===== src/rtl/mandel_pixel_writer_pkg.sv =====
// Shared constants, FSM state type and colour mapping for the Mandelbrot pixel writer.
package mandel_pixel_writer_pkg;

    localparam int unsigned GEOM_WIDTH_PX       = 320;
    localparam int unsigned GEOM_HEIGHT_PX      = 240;
    localparam int unsigned GEOM_LINES_PER_BANK = 16;
    localparam int unsigned GEOM_BANKS          = 15;

    localparam int unsigned COORD_WIDTH = 18;
    localparam int unsigned FRAC_BITS   = 13;
    localparam int unsigned DATA_WIDTH  = 12;
    localparam int unsigned ITER_WIDTH  = 8;
    localparam int unsigned MAX_ITER    = 63;

    localparam int unsigned ESCAPE_LIMIT = 4 << FRAC_BITS;

    typedef enum logic [2:0] {
        IDLE,
        INIT,
        ITER,
        WRITE,
        DONE
    } state_e;

    // Points that never escaped are painted black; others get an RGB444 band colour.
    function automatic logic [DATA_WIDTH-1:0] colour_map(input logic [ITER_WIDTH-1:0] iter);
        if (iter == ITER_WIDTH'(MAX_ITER)) begin
            return '0;
        end
        return {iter[3:0], iter[5:4], iter[1:0], ~iter[3:0]};
    endfunction

endpackage


===== src/rtl/mandel_pixel_writer_iter_core.sv =====
// One escape-time step: holds z, computes the squared magnitude test and the z update.
module mandel_pixel_writer_iter_core
    import mandel_pixel_writer_pkg::*;
(
    input  logic                   clk,
    input  logic                   i_reset,
    input  logic                   i_clear,
    input  logic                   i_update,
    input  logic [COORD_WIDTH-1:0] i_cr,
    input  logic [COORD_WIDTH-1:0] i_ci,
    output logic                   o_escape
);

    localparam int unsigned PROD_W = 2 * COORD_WIDTH;
    localparam int unsigned MAG_W  = COORD_WIDTH + 2;
    localparam logic signed [MAG_W-1:0] LIMIT = MAG_W'(ESCAPE_LIMIT);

    logic signed [COORD_WIDTH-1:0] r_zr;
    logic signed [COORD_WIDTH-1:0] r_zi;

    logic signed [PROD_W-1:0]      w_zr_ext;
    logic signed [PROD_W-1:0]      w_zi_ext;
    logic signed [PROD_W-1:0]      w_prod_rr;
    logic signed [PROD_W-1:0]      w_prod_ii;
    logic signed [PROD_W-1:0]      w_prod_ri;
    logic signed [MAG_W-1:0]       w_zr2;
    logic signed [MAG_W-1:0]       w_zi2;
    logic signed [MAG_W-1:0]       w_mag;
    logic signed [COORD_WIDTH-1:0] w_zri;
    logic signed [COORD_WIDTH-1:0] w_zr_next;
    logic signed [COORD_WIDTH-1:0] w_zi_next;

    always_comb begin
        w_zr_ext  = PROD_W'(r_zr);
        w_zi_ext  = PROD_W'(r_zi);
        w_prod_rr = w_zr_ext * w_zr_ext;
        w_prod_ii = w_zi_ext * w_zi_ext;
        w_prod_ri = w_zr_ext * w_zi_ext;
        w_zr2     = MAG_W'(w_prod_rr >>> FRAC_BITS);
        w_zi2     = MAG_W'(w_prod_ii >>> FRAC_BITS);
        // 2*zr*zi folded into the shift amount
        w_zri     = COORD_WIDTH'(w_prod_ri >>> (FRAC_BITS - 1));
        w_mag     = w_zr2 + w_zi2;
        w_zr_next = COORD_WIDTH'(w_zr2 - w_zi2 + MAG_W'($signed(i_cr)));
        w_zi_next = w_zri + $signed(i_ci);
        o_escape  = (w_mag >= LIMIT);
    end

    always_ff @(posedge clk) begin
        if (i_reset || i_clear) begin
            r_zr <= '0;
            r_zi <= '0;
        end else if (i_update) begin
            r_zr <= w_zr_next;
            r_zi <= w_zi_next;
        end
    end

endmodule


===== src/rtl/mandel_pixel_writer.sv =====
// Walks the frame pixel by pixel, runs the escape-time iteration and writes RGB444 words
// into the banked line buffers.
module mandel_pixel_writer
    import mandel_pixel_writer_pkg::*;
#(
    parameter int unsigned WIDTH_PX       = GEOM_WIDTH_PX,
    parameter int unsigned HEIGHT_PX      = GEOM_HEIGHT_PX,
    parameter int unsigned LINES_PER_BANK = GEOM_LINES_PER_BANK,
    parameter int unsigned ADDR_WIDTH     = 13
) (
    input  logic                   clk,
    input  logic                   i_reset,
    input  logic                   i_enable,
    input  logic                   i_start,
    input  logic [COORD_WIDTH-1:0] i_x0,
    input  logic [COORD_WIDTH-1:0] i_y0,
    input  logic [COORD_WIDTH-1:0] i_step,
    output logic [3:0]             o_bank,
    output logic [ADDR_WIDTH-1:0]  o_addr,
    output logic [DATA_WIDTH-1:0]  o_data,
    output logic                   o_write,
    output logic                   o_busy,
    output logic                   o_done
);

    localparam int unsigned BANKS  = HEIGHT_PX / LINES_PER_BANK;
    localparam int unsigned X_W    = (WIDTH_PX > 1) ? $clog2(WIDTH_PX) : 1;
    localparam int unsigned LINE_W = (LINES_PER_BANK > 1) ? $clog2(LINES_PER_BANK) : 1;

    state_e r_state;
    state_e w_state_d;

    logic [COORD_WIDTH-1:0] r_x0;
    logic [COORD_WIDTH-1:0] r_step;
    logic [COORD_WIDTH-1:0] r_cr;
    logic [COORD_WIDTH-1:0] r_ci;
    logic [ITER_WIDTH-1:0]  r_iter;
    logic [X_W-1:0]         r_x;
    logic [LINE_W-1:0]      r_line;
    logic [ADDR_WIDTH-1:0]  r_line_base;
    logic [3:0]             r_bank;

    logic [3:0]             r_out_bank;
    logic [ADDR_WIDTH-1:0]  r_out_addr;
    logic [DATA_WIDTH-1:0]  r_out_data;
    logic                   r_write;
    logic                   r_busy;
    logic                   r_done;

    logic w_escape;
    logic w_iter_cap;
    logic w_stop;
    logic w_last_x;
    logic w_last_line;
    logic w_last_pix;
    logic w_core_clear;
    logic w_core_update;

    always_comb begin
        w_iter_cap    = (r_iter == ITER_WIDTH'(MAX_ITER));
        w_stop        = w_escape || w_iter_cap;
        w_last_x      = (r_x == X_W'(WIDTH_PX - 1));
        w_last_line   = (r_line == LINE_W'(LINES_PER_BANK - 1));
        w_last_pix    = w_last_x && w_last_line && (r_bank == 4'(BANKS - 1));
        w_core_clear  = i_enable && (r_state == INIT);
        w_core_update = i_enable && (r_state == ITER) && !w_stop;
    end

    mandel_pixel_writer_iter_core u_core (
        .clk      (clk),
        .i_reset  (i_reset),
        .i_clear  (w_core_clear),
        .i_update (w_core_update),
        .i_cr     (r_cr),
        .i_ci     (r_ci),
        .o_escape (w_escape)
    );

    always_ff @(posedge clk) begin
        if (i_reset) begin
            r_state <= IDLE;
        end else begin
            r_state <= w_state_d;
        end
    end

    always_comb begin
        w_state_d = r_state;
        if (i_enable) begin
            case (r_state)
                IDLE:    if (i_start) w_state_d = INIT;
                INIT:    w_state_d = ITER;
                ITER:    if (w_stop) w_state_d = WRITE;
                WRITE:   w_state_d = w_last_pix ? DONE : INIT;
                DONE:    w_state_d = IDLE;
                default: w_state_d = IDLE;
            endcase
        end
    end

    always_ff @(posedge clk) begin
        if (i_reset) begin
            r_x0        <= '0;
            r_step      <= '0;
            r_cr        <= '0;
            r_ci        <= '0;
            r_iter      <= '0;
            r_x         <= '0;
            r_line      <= '0;
            r_line_base <= '0;
            r_bank      <= '0;
            r_out_bank  <= '0;
            r_out_addr  <= '0;
            r_out_data  <= '0;
            r_write     <= 1'b0;
            r_busy      <= 1'b0;
            r_done      <= 1'b0;
        end else begin
            // Strobes last one clock even when the enable is low on the next cycle
            r_write <= 1'b0;
            r_done  <= 1'b0;
            if (i_enable) begin
                case (r_state)
                    IDLE: begin
                        if (i_start) begin
                            r_x0        <= i_x0;
                            r_step      <= i_step;
                            r_cr        <= i_x0;
                            r_ci        <= i_y0;
                            r_x         <= '0;
                            r_line      <= '0;
                            r_line_base <= '0;
                            r_bank      <= '0;
                            r_busy      <= 1'b1;
                        end
                    end
                    INIT: r_iter <= '0;
                    ITER: if (!w_stop) r_iter <= r_iter + ITER_WIDTH'(1);
                    WRITE: begin
                        r_out_bank <= r_bank;
                        r_out_addr <= r_line_base + ADDR_WIDTH'(r_x);
                        r_out_data <= colour_map(r_iter);
                        r_write    <= 1'b1;
                        if (w_last_x) begin
                            r_x  <= '0;
                            r_cr <= r_x0;
                            r_ci <= r_ci - r_step;
                            if (w_last_line) begin
                                r_line      <= '0;
                                r_line_base <= '0;
                                r_bank      <= r_bank + 4'd1;
                            end else begin
                                r_line      <= r_line + LINE_W'(1);
                                r_line_base <= r_line_base + ADDR_WIDTH'(WIDTH_PX);
                            end
                        end else begin
                            r_x  <= r_x + X_W'(1);
                            r_cr <= r_cr + r_step;
                        end
                    end
                    DONE: begin
                        r_done <= 1'b1;
                        r_busy <= 1'b0;
                    end
                    default: ;
                endcase
            end
        end
    end

    assign o_bank  = r_out_bank;
    assign o_addr  = r_out_addr;
    assign o_data  = r_out_data;
    assign o_write = r_write;
    assign o_busy  = r_busy;
    assign o_done  = r_done;

endmodule


===== config.mk =====
export PLATFORM = sky130hd
export DESIGN_NAME = mandel_pixel_writer
export DESIGN_NICKNAME = d
export VERILOG_FILES = /design/src/rtl/mandel_pixel_writer_pkg.sv /design/src/rtl/mandel_pixel_writer_iter_core.sv /design/src/rtl/mandel_pixel_writer.sv
export SDC_FILE = /design/constraint.sdc
export NUM_CORES = 2
export LEC_CHECK = 0
export ABC_AREA = 1
export BUFFER_PORTS_ARGS = -buffer_cell sky130_fd_sc_hd__buf_2
export CORE_ASPECT_RATIO = 1.5
export CORE_UTILIZATION = 40
export CTS_CLUSTER_SIZE = 40
export DETAILED_ROUTE_END_ITERATION = 10
export PLACE_DENSITY = 0.66
export SKIP_CTS_REPAIR_TIMING = 1
export SLEW_MARGIN = 20
export SYNTH_ARGS = -nofsm -noshare
export SYNTH_HDL_FRONTEND = slang
export SYNTH_SLANG_ARGS = --single-unit

===== constraint.sdc =====
create_clock -name clk -period 14.1 [get_ports clk]
set_input_delay 1.41 -clock clk [delete_from_list [all_inputs] [get_ports clk]]
set_output_delay 1.41 -clock clk [all_outputs]
set_load 0.01 [all_outputs]

==> impl_metrics.env <==
export IMPL_cts_tree="done"
export IMPL_min_period_over_period_pct=64.9
export IMPL_reg2regPathDepth=36
export IMPL_clk_path_buf_depth=2
export IMPL_root_buffer="clkbuf_16"
export IMPL_vdd_drop_max_v=0.000196
export IMPL_clk_pin_slew_ns=0.09
export IMPL_reg2reg_from="u_core.r_zr[17]"
export IMPL_crit_top_cell="inv_1"
export IMPL_finalNonFillerCells=6950
export IMPL_grt_antenna_before_repair=2
export IMPL_die_h_um=404
export IMPL_io_buffers=89
export IMPL_pre_cts_slack_ns=5.11
export IMPL_synthAdderAreaFrac_pct=49.7
export IMPL_nets=6791
export IMPL_critPathMaxStageDelay_ns=1.00
export IMPL_area_growth_pct=5.59
export IMPL_fin_ws_ns=4.95
export IMPL_crit_start="u_core.r_zr[17]"
export IMPL_ys_flop_type="dfxtp_1"
export IMPL_grt_max_degree=66
export IMPL_worst_slew_pin_slew_ns=1.18
export IMPL_worstHoldStart="r_x0[8]"
export IMPL_via_per_inst=4.90
export IMPL_clk_latency_ns=0.46
export IMPL_synth_top_family_by_area="adder cells"
export IMPL_die_width_um=270
export IMPL_min_period_ns=9.15
export IMPL_path_max_fanout=23
export IMPL_synthMuxAreaShare_pct=0
export IMPL_hold_depth=2
export IMPL_drive_above_1_share_pct=5.11
export IMPL_initial_core_util_pct=40.3
export IMPL_track_usage_pct=21.5
export IMPL_clock_sinks=173
export IMPL_start_kind="flip-flop"
export IMPL_syn_num_nets=6827
export IMPL_synth_area_sq_um=43100
export IMPL_cellLeakagePower_nw=25.1
export IMPL_final_common_cell="inv_1"
export IMPL_rsz0062_at_grt="no"
export IMPL_drc=0
export IMPL_synth_compound_area_share_pct=7.21
export IMPL_route_vias_total=34000
export IMPL_min_to="r_x0[8]"
export IMPL_fillers=10900
export IMPL_synth_seq_cells=173
export IMPL_outcome="finished, final reports clean"
export IMPL_yosysSeqAreaShare_pct=8.03
export IMPL_max_freq_mhz=109
export IMPL_rrSetupSlack_ns=4.95
export IMPL_synth_edf_count=0
export IMPL_maxSlewViolCount=0
export IMPL_grt_pass1_vias=36300
export IMPL_dr_pass1_iters=6
export IMPL_h_tree_depth=4
export IMPL_final_cell_mix="1547 x inv_1, 1250 x nand2_1, 834 x fa_1"
export IMPL_synthCells=5557
export IMPL_cp_buffers_inverters=9
export IMPL_routed_wl_mm=113
export IMPL_finalSetupViolations=0
export IMPL_synth_simple_area_share_pct=15.9
export IMPL_fin_tns_setup_ns=0
export IMPL_pwr_density_cell_nw_per_um2=87.7
export IMPL_dpl_hpwl_mm=93.9
export IMPL_rows=147
export IMPL_multi_input_area_sq_um=33000
export IMPL_dpl_cell_count=6917
export IMPL_maxCapViolations=0
export IMPL_coreArea_sq_um=107000
export IMPL_syn_avg_cell_area_sq_um=7.76
export IMPL_crit_required_ns=14.47
export IMPL_io_pins=90
export IMPL_async_flop_share_pct=0
export IMPL_min_path_type="reg -> reg"
export IMPL_grt_pass1_wl_mm=186
export IMPL_grt_overflow_total=0
export IMPL_path_delay_family="adder cells"
export IMPL_gp_congestion=0.926
export IMPL_arrival_ns=9.52
export IMPL_yosysUniqueCellTypes=57
export IMPL_die_area_sq_um=109000
export IMPL_ant_nets=0
export IMPL_regArea_sq_um=3460
export IMPL_finalHoldViolCount=0
export IMPL_timing_rr_end="u_core.r_zr[15]"
export IMPL_ys_warnings_count=0
export IMPL_numCtsBuffers=17
export IMPL_relSlewSlack_pct=21.5
export IMPL_synth_xor_area_share_pct=3.70
export IMPL_cp_end_kind="flip-flop"
export IMPL_first_iter_violations=1779
export IMPL_fin_skew_ns=0.0244
export IMPL_slowest_stage="dfxtp_1"
export IMPL_avgRoutedWirePerCell_um=16.3
export IMPL_critical_path_class="reg -> reg"
export IMPL_fin_hold_ws_ns=0.468
## logic make-up after synthesis
family / count (synthesis)
buf+inv: 1756
simple gates: 1690
xor+xnor: 182
fa+ha+maj: 1212
compound gates: 544
flops: 173
## through the flow
stage	instance area, sq um	util [%]	power (W)
3_5_place_dp	44900	42.0	0.00348
5_1_grt	45500	42.5	0.00437
6_report	45500	42.5	0.00400
4_1_cts	45500	42.5	0.00399
3_3_place_gp	44900	42.0	0.00345
2_1_floorplan	43100	-	0.00271
## registers in the layout, indices dropped and copies added (netlist names), 9 cells and up
signal and count:
u_core.r_zr 18, r_x0 18, r_cr 18, o_data 10, r_step 18, r_x 9, u_core.r_zi 18, r_ci 18
o_addr 13
## worst max-delay path by stage
stage	to	slack, ns	cells past startpoint
after floorplan	u_core.r_zr[12]	6.22	41
after global placement	u_core.r_zr[1]	4.80	37
after detailed placement	u_core.r_zr[15]	5.11	36
after CTS	u_core.r_zr[15]	4.96	36
after global routing	u_core.r_zr[15]	4.27	36
final	u_core.r_zr[15]	4.95	36
## tightest hold or removal path, cell delays in order (launching register included)
cell,delay [ns]
dfxtp_1,0.31
nand2_1,0.06
a21oi_1,0.05
## cells in the mapped netlist (11+ instances only)
cell | number | area [sq um]
inv_1 | 1547 | 5810
nand2_1 | 1250 | 4690
fa_1 | 834 | 16700
ha_1 | 378 | 4730
a21oi_1 | 264 | 1320
nor2_1 | 205 | 769
dfxtp_1 | 173 | 3460
o21ai_0 | 131 | 656
xor2_1 | 108 | 946
clkbuf_1 | 97 | 364
nand3_1 | 87 | 435
xnor2_1 | 74 | 648
buf_1 | 58 | 218
nand2_2 | 34 | 213
o21bai_1 | 32 | 240
buf_2 | 31 | 155
nor3_1 | 29 | 145
a31oi_1 | 24 | 150
nand4_1 | 23 | 144
inv_2 | 15 | 56.3
or2_2 | 15 | 93.8
a21oi_2 | 14 | 123
nor2_2 | 14 | 87.6
a21o_1 | 13 | 97.6
a211oi_1 | 12 | 90.1
o211ai_1 | 11 | 82.6
## per-layer routing
layer / global-route usage (%) / part of all wire [%]
met1: 23.4 / 37
met2: 41.7 / 55
met3: 1.58 / 3.1
met4: 10.3 / 5.4
met5: 0 / 0.020
## power breakdown
group | total, W | internal [W] | switching (W) | leakage [nW]
registers | 0.000691 | 0.000561 | 0.000130 | 1.41
logic | 0.00281 | 0.000970 | 0.00184 | 23.4
clock network | 0.000494 | 0.000239 | 0.000255 | 0.288
## area by class of cell
type | count | share of cell area [%]
clock inverter | 15 | 0.365
antenna | 1 | 0.00549
multi-input combinational | 3628 | 72.5
inverter | 1563 | 12.9
timing repair buffer | 138 | 1.79
tap | 1415 | 3.89
sequential | 173 | 7.61
clock buffer | 17 | 0.934
Power figures use the tool's default switching activity.
